<file path="src/rtl/sbox_out_collect_pkg.sv">
// Shared constants and types for the S-box output collection path.
// Imported by the collector top and the masked column FIFO.
package sbox_out_collect_pkg;

    localparam int SBOX_LAT   = 4;
    localparam int SBOX_LANES = 4;
    localparam int COL_BITS   = 32;
    localparam int TAG_W      = 2;

    typedef logic [TAG_W-1:0] tag_t;

endpackage

</file>
<file path="src/rtl/msk_col_fifo.sv">
// Share-wise register FIFO for masked columns plus a plain tag sideband.
// Entries are individual registers; the head is selected by pointer only.
module msk_col_fifo #(
    parameter int d     = 2,
    parameter int DEPTH = 2,
    parameter int W     = 32,
    parameter int TW    = 2
) (
    input  logic                         clk,
    input  logic                         srst,
    input  logic                         push,
    input  logic [W*d-1:0]               push_data,
    input  logic [TW-1:0]                push_tag,
    input  logic                         pop,
    output logic [$clog2(DEPTH+1)-1:0]   occ,
    output logic                         full,
    output logic                         empty,
    output logic [W*d-1:0]               head_data,
    output logic [TW-1:0]                head_tag
);

    localparam int PTR_W = (DEPTH > 1) ? $clog2(DEPTH) : 1;
    localparam int OCC_W = $clog2(DEPTH+1);

    logic [PTR_W-1:0] head_q, head_d;
    logic [PTR_W-1:0] tail_q, tail_d;
    logic [OCC_W-1:0] occ_q, occ_d;
    logic             wr_en;
    logic             rd_en;

    logic [W*d-1:0]   ent_data [DEPTH];
    logic [TW-1:0]    ent_tag  [DEPTH];

    assign full  = (occ_q == OCC_W'(DEPTH));
    assign empty = (occ_q == '0);
    assign occ   = occ_q;

    // A push into a full buffer is discarded so stored columns stay intact.
    assign wr_en = push & ~full;
    assign rd_en = pop & ~empty;

    always_comb begin
        head_d = head_q;
        tail_d = tail_q;
        occ_d  = occ_q;
        if (rd_en) begin
            head_d = (head_q == PTR_W'(DEPTH-1)) ? '0 : head_q + PTR_W'(1);
        end
        if (wr_en) begin
            tail_d = (tail_q == PTR_W'(DEPTH-1)) ? '0 : tail_q + PTR_W'(1);
        end
        case ({wr_en, rd_en})
            2'b10:   occ_d = occ_q + OCC_W'(1);
            2'b01:   occ_d = occ_q - OCC_W'(1);
            default: occ_d = occ_q;
        endcase
    end

    always_ff @(posedge clk) begin
        if (srst) begin
            head_q <= '0;
            tail_q <= '0;
            occ_q  <= '0;
        end else begin
            head_q <= head_d;
            tail_q <= tail_d;
            occ_q  <= occ_d;
        end
    end

    genvar gi;
    generate
        for (gi = 0; gi < DEPTH; gi++) begin : g_ent
            logic [W*d-1:0] data_q, data_d;
            logic [TW-1:0]  tag_q, tag_d;
            logic           we;

            assign we = wr_en && (tail_q == PTR_W'(gi));

            always_comb begin
                data_d = data_q;
                tag_d  = tag_q;
                if (we) begin
                    data_d = push_data;
                    tag_d  = push_tag;
                end
            end

            always_ff @(posedge clk) begin
                if (srst) begin
                    data_q <= '0;
                    tag_q  <= '0;
                end else begin
                    data_q <= data_d;
                    tag_q  <= tag_d;
                end
            end

            assign ent_data[gi] = data_q;
            assign ent_tag[gi]  = tag_q;
        end
    endgenerate

    assign head_data = ent_data[head_q];
    assign head_tag  = ent_tag[head_q];

endmodule

</file>
<file path="src/rtl/sbox_out_collect.sv">
// Tracks S-box evaluations through the fixed-latency pipeline, buffers the masked
// result columns, and grants issue credit only when storage is guaranteed.
module sbox_out_collect
    import sbox_out_collect_pkg::*;
#(
    parameter int d     = 2,
    parameter int LAT   = SBOX_LAT,
    parameter int DEPTH = 2
) (
    input  logic                    clk,
    input  logic                    syncrst,
    input  logic                    in_issue,
    input  logic [TAG_W-1:0]        in_tag,
    output logic                    issue_ok,
    input  logic [COL_BITS*d-1:0]   sb_out,
    output logic                    out_valid,
    input  logic                    out_ready,
    output logic [COL_BITS*d-1:0]   out_col,
    output logic [TAG_W-1:0]        out_tag,
    output logic                    err
);

    localparam int OCC_W = $clog2(DEPTH+1);
    localparam int CNT_W = $clog2(DEPTH+LAT+1);

    logic [LAT-1:0] vld_pipe_q, vld_pipe_d;
    tag_t           tag_pipe_q [LAT];
    tag_t           tag_pipe_d [LAT];
    logic           err_q, err_d;

    logic             push;
    logic             pop;
    logic             fifo_full;
    logic             fifo_empty;
    logic [OCC_W-1:0] occ;
    logic [CNT_W-1:0] inflight;
    logic [CNT_W-1:0] committed;

    always_comb begin
        vld_pipe_d    = vld_pipe_q;
        vld_pipe_d[0] = in_issue;
        for (int i = 0; i < LAT; i++) begin
            tag_pipe_d[i] = tag_pipe_q[i];
        end
        tag_pipe_d[0] = in_tag;
        for (int i = 1; i < LAT; i++) begin
            vld_pipe_d[i] = vld_pipe_q[i-1];
            tag_pipe_d[i] = tag_pipe_q[i-1];
        end
    end

    assign push = vld_pipe_q[LAT-1];
    assign pop  = out_valid & out_ready;

    // Credit counts every column already stored or still in the S-box pipeline.
    always_comb begin
        inflight = '0;
        for (int i = 0; i < LAT; i++) begin
            inflight = inflight + CNT_W'(vld_pipe_q[i]);
        end
    end

    assign committed = CNT_W'(occ) + inflight;
    assign issue_ok  = (committed < CNT_W'(DEPTH));

    always_comb begin
        err_d = err_q;
        if ((in_issue && !issue_ok) || (push && fifo_full)) begin
            err_d = 1'b1;
        end
    end

    always_ff @(posedge clk) begin
        if (syncrst) begin
            vld_pipe_q <= '0;
            err_q      <= 1'b0;
            for (int i = 0; i < LAT; i++) begin
                tag_pipe_q[i] <= '0;
            end
        end else begin
            vld_pipe_q <= vld_pipe_d;
            err_q      <= err_d;
            for (int i = 0; i < LAT; i++) begin
                tag_pipe_q[i] <= tag_pipe_d[i];
            end
        end
    end

    msk_col_fifo #(
        .d     (d),
        .DEPTH (DEPTH),
        .W     (COL_BITS),
        .TW    (TAG_W)
    ) u_fifo (
        .clk       (clk),
        .srst      (syncrst),
        .push      (push),
        .push_data (sb_out),
        .push_tag  (tag_pipe_q[LAT-1]),
        .pop       (pop),
        .occ       (occ),
        .full      (fifo_full),
        .empty     (fifo_empty),
        .head_data (out_col),
        .head_tag  (out_tag)
    );

    assign out_valid = ~fifo_empty;
    assign err       = err_q;

endmodule
</file>
<file path="config.mk">
export PLATFORM = sky130hd
export DESIGN_NAME = sbox_out_collect
export DESIGN_NICKNAME = d
export VERILOG_FILES = /design/src/rtl/sbox_out_collect_pkg.sv /design/src/rtl/msk_col_fifo.sv /design/src/rtl/sbox_out_collect.sv
export SDC_FILE = /design/constraint.sdc
export NUM_CORES = 1
export LEC_CHECK = 0
export BUFFER_PORTS_ARGS = -buffer_cell sky130_fd_sc_hd__buf_2
export CORE_UTILIZATION = 45
export CTS_BUF_LIST = sky130_fd_sc_hd__clkbuf_16
export DETAILED_ROUTE_END_ITERATION = 10
export HOLD_SLACK_MARGIN = 0.15
export PLACE_DENSITY_LB_ADDON = 0.15
export SLEW_MARGIN = 25
export SYNTH_ARGS = -nofsm -noshare
export SYNTH_HDL_FRONTEND = slang
export SYNTH_SLANG_ARGS = --single-unit
</file>
<file path="constraint.sdc">
create_clock -name clk -period 3.7 [get_ports clk]
set_input_delay 0.185 -clock clk [delete_from_list [all_inputs] [get_ports clk]]
set_output_delay 0.185 -clock clk [all_outputs]
set_load 0.01 [all_outputs]
</file>
==> flow_metrics.tcl <==
set metrics [dict create \
    clock-root-buffer "clkbuf_16" \
    finalWirelength_um 16370 \
    syn-num-nets 787 \
    combPwrFrac 0.072 \
    end_kind "output port" \
    synth_ff_type "dfxtp_1" \
    worstPathMaxFanout 7 \
    grt_max_degree 117 \
    htreeDepth 4 \
    fmax_mhz 371.8 \
    vias 5475 \
    cts_made_buffers 17 \
    worstSkewPairLatency_ps 420 \
    grt_usage 0.2133 \
    holdPathEnd "u_fifo.head_q" \
    die_w_um 125.4 \
    cpMostUsedCell "fa_1" \
    tns_ps 0 \
    r2r-start "vld_pipe_q[3]" \
    clock_skew_ps 7.875 \
    cts_tree "built" \
    powerDensity_nw_per_um2 416.5 \
    design.die.area_sq_um 15730 \
    clock-sinks 149 \
    n_antenna_cell 0 \
    final-setup-viol-count 0 \
    drt_iter0_drc 340 \
    post-route-min-period_ps 2689 \
    ant_nets 0 \
    worst-r2r-setup-slack_ps 1400 \
    port_buffers 138 \
    worst_pin_slew_ps 1035 \
    min_from "out_ready" \
    grt_pass1_vias 5689 \
    antenna_found_initial 0 \
    synth_area_sq_um 6857 \
    path_class "reg2out" \
    grt_first_pass_wirelength_um 26900 \
    yosysWarnings 0 \
    dp_hpwl_um 9298 \
    synth_top_area_frac 0.4350 \
    synth.avg_cell_area_sq_um 9.617 \
    place_congestion 0.6966 \
    die_h_um 125.4 \
    setup_slack_ps 1011 \
    synthCells 713 \
    nets 957 \
    path_clk_slew_ps 60 \
    path_cells "fa_1 > ha_1 > a21oi_1 > fa_1 > nand2_1 > inv_1 > buf_2" \
    hold_depth 4 \
    post_cts_buffers 0 \
    hold_viol 0 \
    drt-pass1-iter-count 7 \
    num_rows 44 \
    synth_edf_count 0 \
    route.detailed.drc 10 \
    cp_data_required_time_ps 3510 \
    sw_frac_of_total 0.2044 \
    pwr-share-clk 0.487 \
    area_delta_synth_final_pct 29.63 \
    rsz0062_at_grt "no" \
    ys_async_sr_fraction 0 \
    clk_path_buf_depth 2 \
    p_int_mw 2.946 \
    start_kind "register" \
    cts_hold_buf 67 \
    drv_slew 0 \
    max_slew_margin 0.3102 \
    static-leakage-power_nw 3.976 \
    synth_cell_types 29 \
    worst_path_max_delay_cell "dfxtp_1" \
    gr-total-overflow 0 \
    ios 139 \
    core_sq_um 14700 \
    period_share 0.7269 \
    via_per_inst 5.069 \
    synth_top_cell_by_area "dfxtp_1" \
    ys_seq_area_frac 0.4350 \
    worst_hold_path_type "in2reg" \
    violations "design-rule violations" \
    max_stage_delay_ps 500 \
    fill_cells 1212 \
    synthTopCellsByArea "dfxtp_1, nand2b_1, mux2_2, mux2i_1, nor2b_1" \
    wl_per_cell_um 15.15 \
    ir_drop_mv 0.4320 \
    cts_resized 0 \
    outcome "finished with violations" \
    p_seq_frac 0.441 \
    p_switching_uw 756.7 \
    reg2reg_depth 7 \
    r2r-end "err" \
    crit_arrival_ps 2500 \
    drive_gt1_frac 0.2712 \
    drv_cap 0 \
    place_ws_ps 1385 \
    ys_ff_latch 149 \
    start_util 0.4665 \
]
==> power groups by stage <==
stage | clock network [mW] | logic (mW) | registers, mW
floorplan | 0 | 0.137 | 1.66
global placement | 0 | 0.206 | 1.67
detailed placement | 0 | 0.211 | 1.67
CTS | 1.85 | 0.267 | 1.63
global route | 1.91 | 0.290 | 1.63
finish | 1.80 | 0.266 | 1.63
==> synthesized netlist by cell type (2+ instances only) <==
cell type	n
dfxtp_1	149
nand2b_1	134
o21ai_0	92
nor2b_1	78
mux2_2	66
mux2i_1	66
o21ai_1	42
clkbuf_1	34
buf_2	16
inv_1	4
a21oi_1	3
buf_1	3
nor2_1	3
buf_4	2
buf_6	2
clkbuf_2	2
fa_1	2
ha_1	2
nand2_1	2
xnor2_1	2
==> kinds of logic after synthesis <==
kind of cell    Yosys count  share of synthesized area
buf+inv                  63                    0.04106
compound gates          139                     0.1024
fa+ha+maj                 4                   0.009489
xor+xnor                  3                   0.003833
simple gates            223                     0.2035
flops                   149                     0.4350
mux                     132                     0.2047
==> worst max-delay path, delay by kind of cell, from the launching register on <==
family          cells  cell delay, ps
fa+ha+maj           3            1180
simple gates        1              90
compound gates      1             160
flops               1             500
buf+inv             2             170
==> routing by layer <==
| metal | vias to the layer above | share of wire | global-route usage |
|---|---|---|---|
| met5 | - | 0 | 0 |
| met4 | 0 | 0.012 | 0.07819 |
| met3 | 16 | 0.048 | 0.05819 |
| met2 | 110 | 0.50 | 0.3712 |
| met1 | 2609 | 0.44 | 0.2499 |
| li1 | 2740 | - | - |
==> per-stage QoR <==
stage | std cells | utilization | instance area, sq um | total power, mW | hold WS, ps
after global routing | 1080 | 0.6047 | 8889 | 3.836 | 198.5
final | 1080 | 0.6047 | 8889 | 3.702 | 185.0
after CTS | 1080 | 0.6047 | 8889 | 3.752 | 157.1
after detailed placement | 981 | 0.5169 | 7597 | 1.879 | 412.0
after floorplan | 713 | - | 6857 | 1.800 | 313.2
after global placement | 981 | 0.5164 | 7591 | 1.873 | 406.7
==> flip-flops by register name, indices dropped and copies added, names as in the netlist <==
| register | count |
|---|---|
| u_fifo.g_ent.data_q | 128 |
| tag_pipe_q | 8 |
| u_fifo.g_ent.tag_q | 4 |
| vld_pipe_q | 4 |
| u_fifo.occ | 2 |
| err | 1 |
| u_fifo.head_q | 1 |
| u_fifo.tail_q | 1 |
==> placed cells by master, fill, tap and decap left out, drive strengths merged, types with 5 or more instances in the layout <==
master	netlist	routed
mux2	66	66
buf	23	143
o21ai	134	134
mux2i	66	66
inv	4	7
clkinv	0	6
nor2b	78	78
clkbuf	36	17
nand2b	135	135
dlygate4sd3	0	67
bufinv	0	5
dfxtp	149	149
==> area by class of cell <==
cell class | instances | area (sq um) | share of cell area
multi-input cells | 501 | 3612 | 0.4064
flip-flops and latches | 149 | 2984 | 0.3357
repair buffers | 210 | 1426 | 0.1605
clock buffers | 17 | 425.4 | 0.04786
well taps | 184 | 230.2 | 0.02590
clock inverters | 15 | 195.2 | 0.02196
inverters | 4 | 15.01 | 0.001689
==> worst max-delay path by stage <==
stage,from,to,slack (ps),cells past startpoint
after global routing,vld_pipe_q[3],issue_ok,850,7
final,vld_pipe_q[3],issue_ok,1010,7
after floorplan,vld_pipe_q[3],err,1590,7
after detailed placement,vld_pipe_q[3],err,1390,7
after global placement,vld_pipe_q[3],err,1460,7
after CTS,vld_pipe_q[3],issue_ok,950,7
Power figures use the tool's default switching activity.
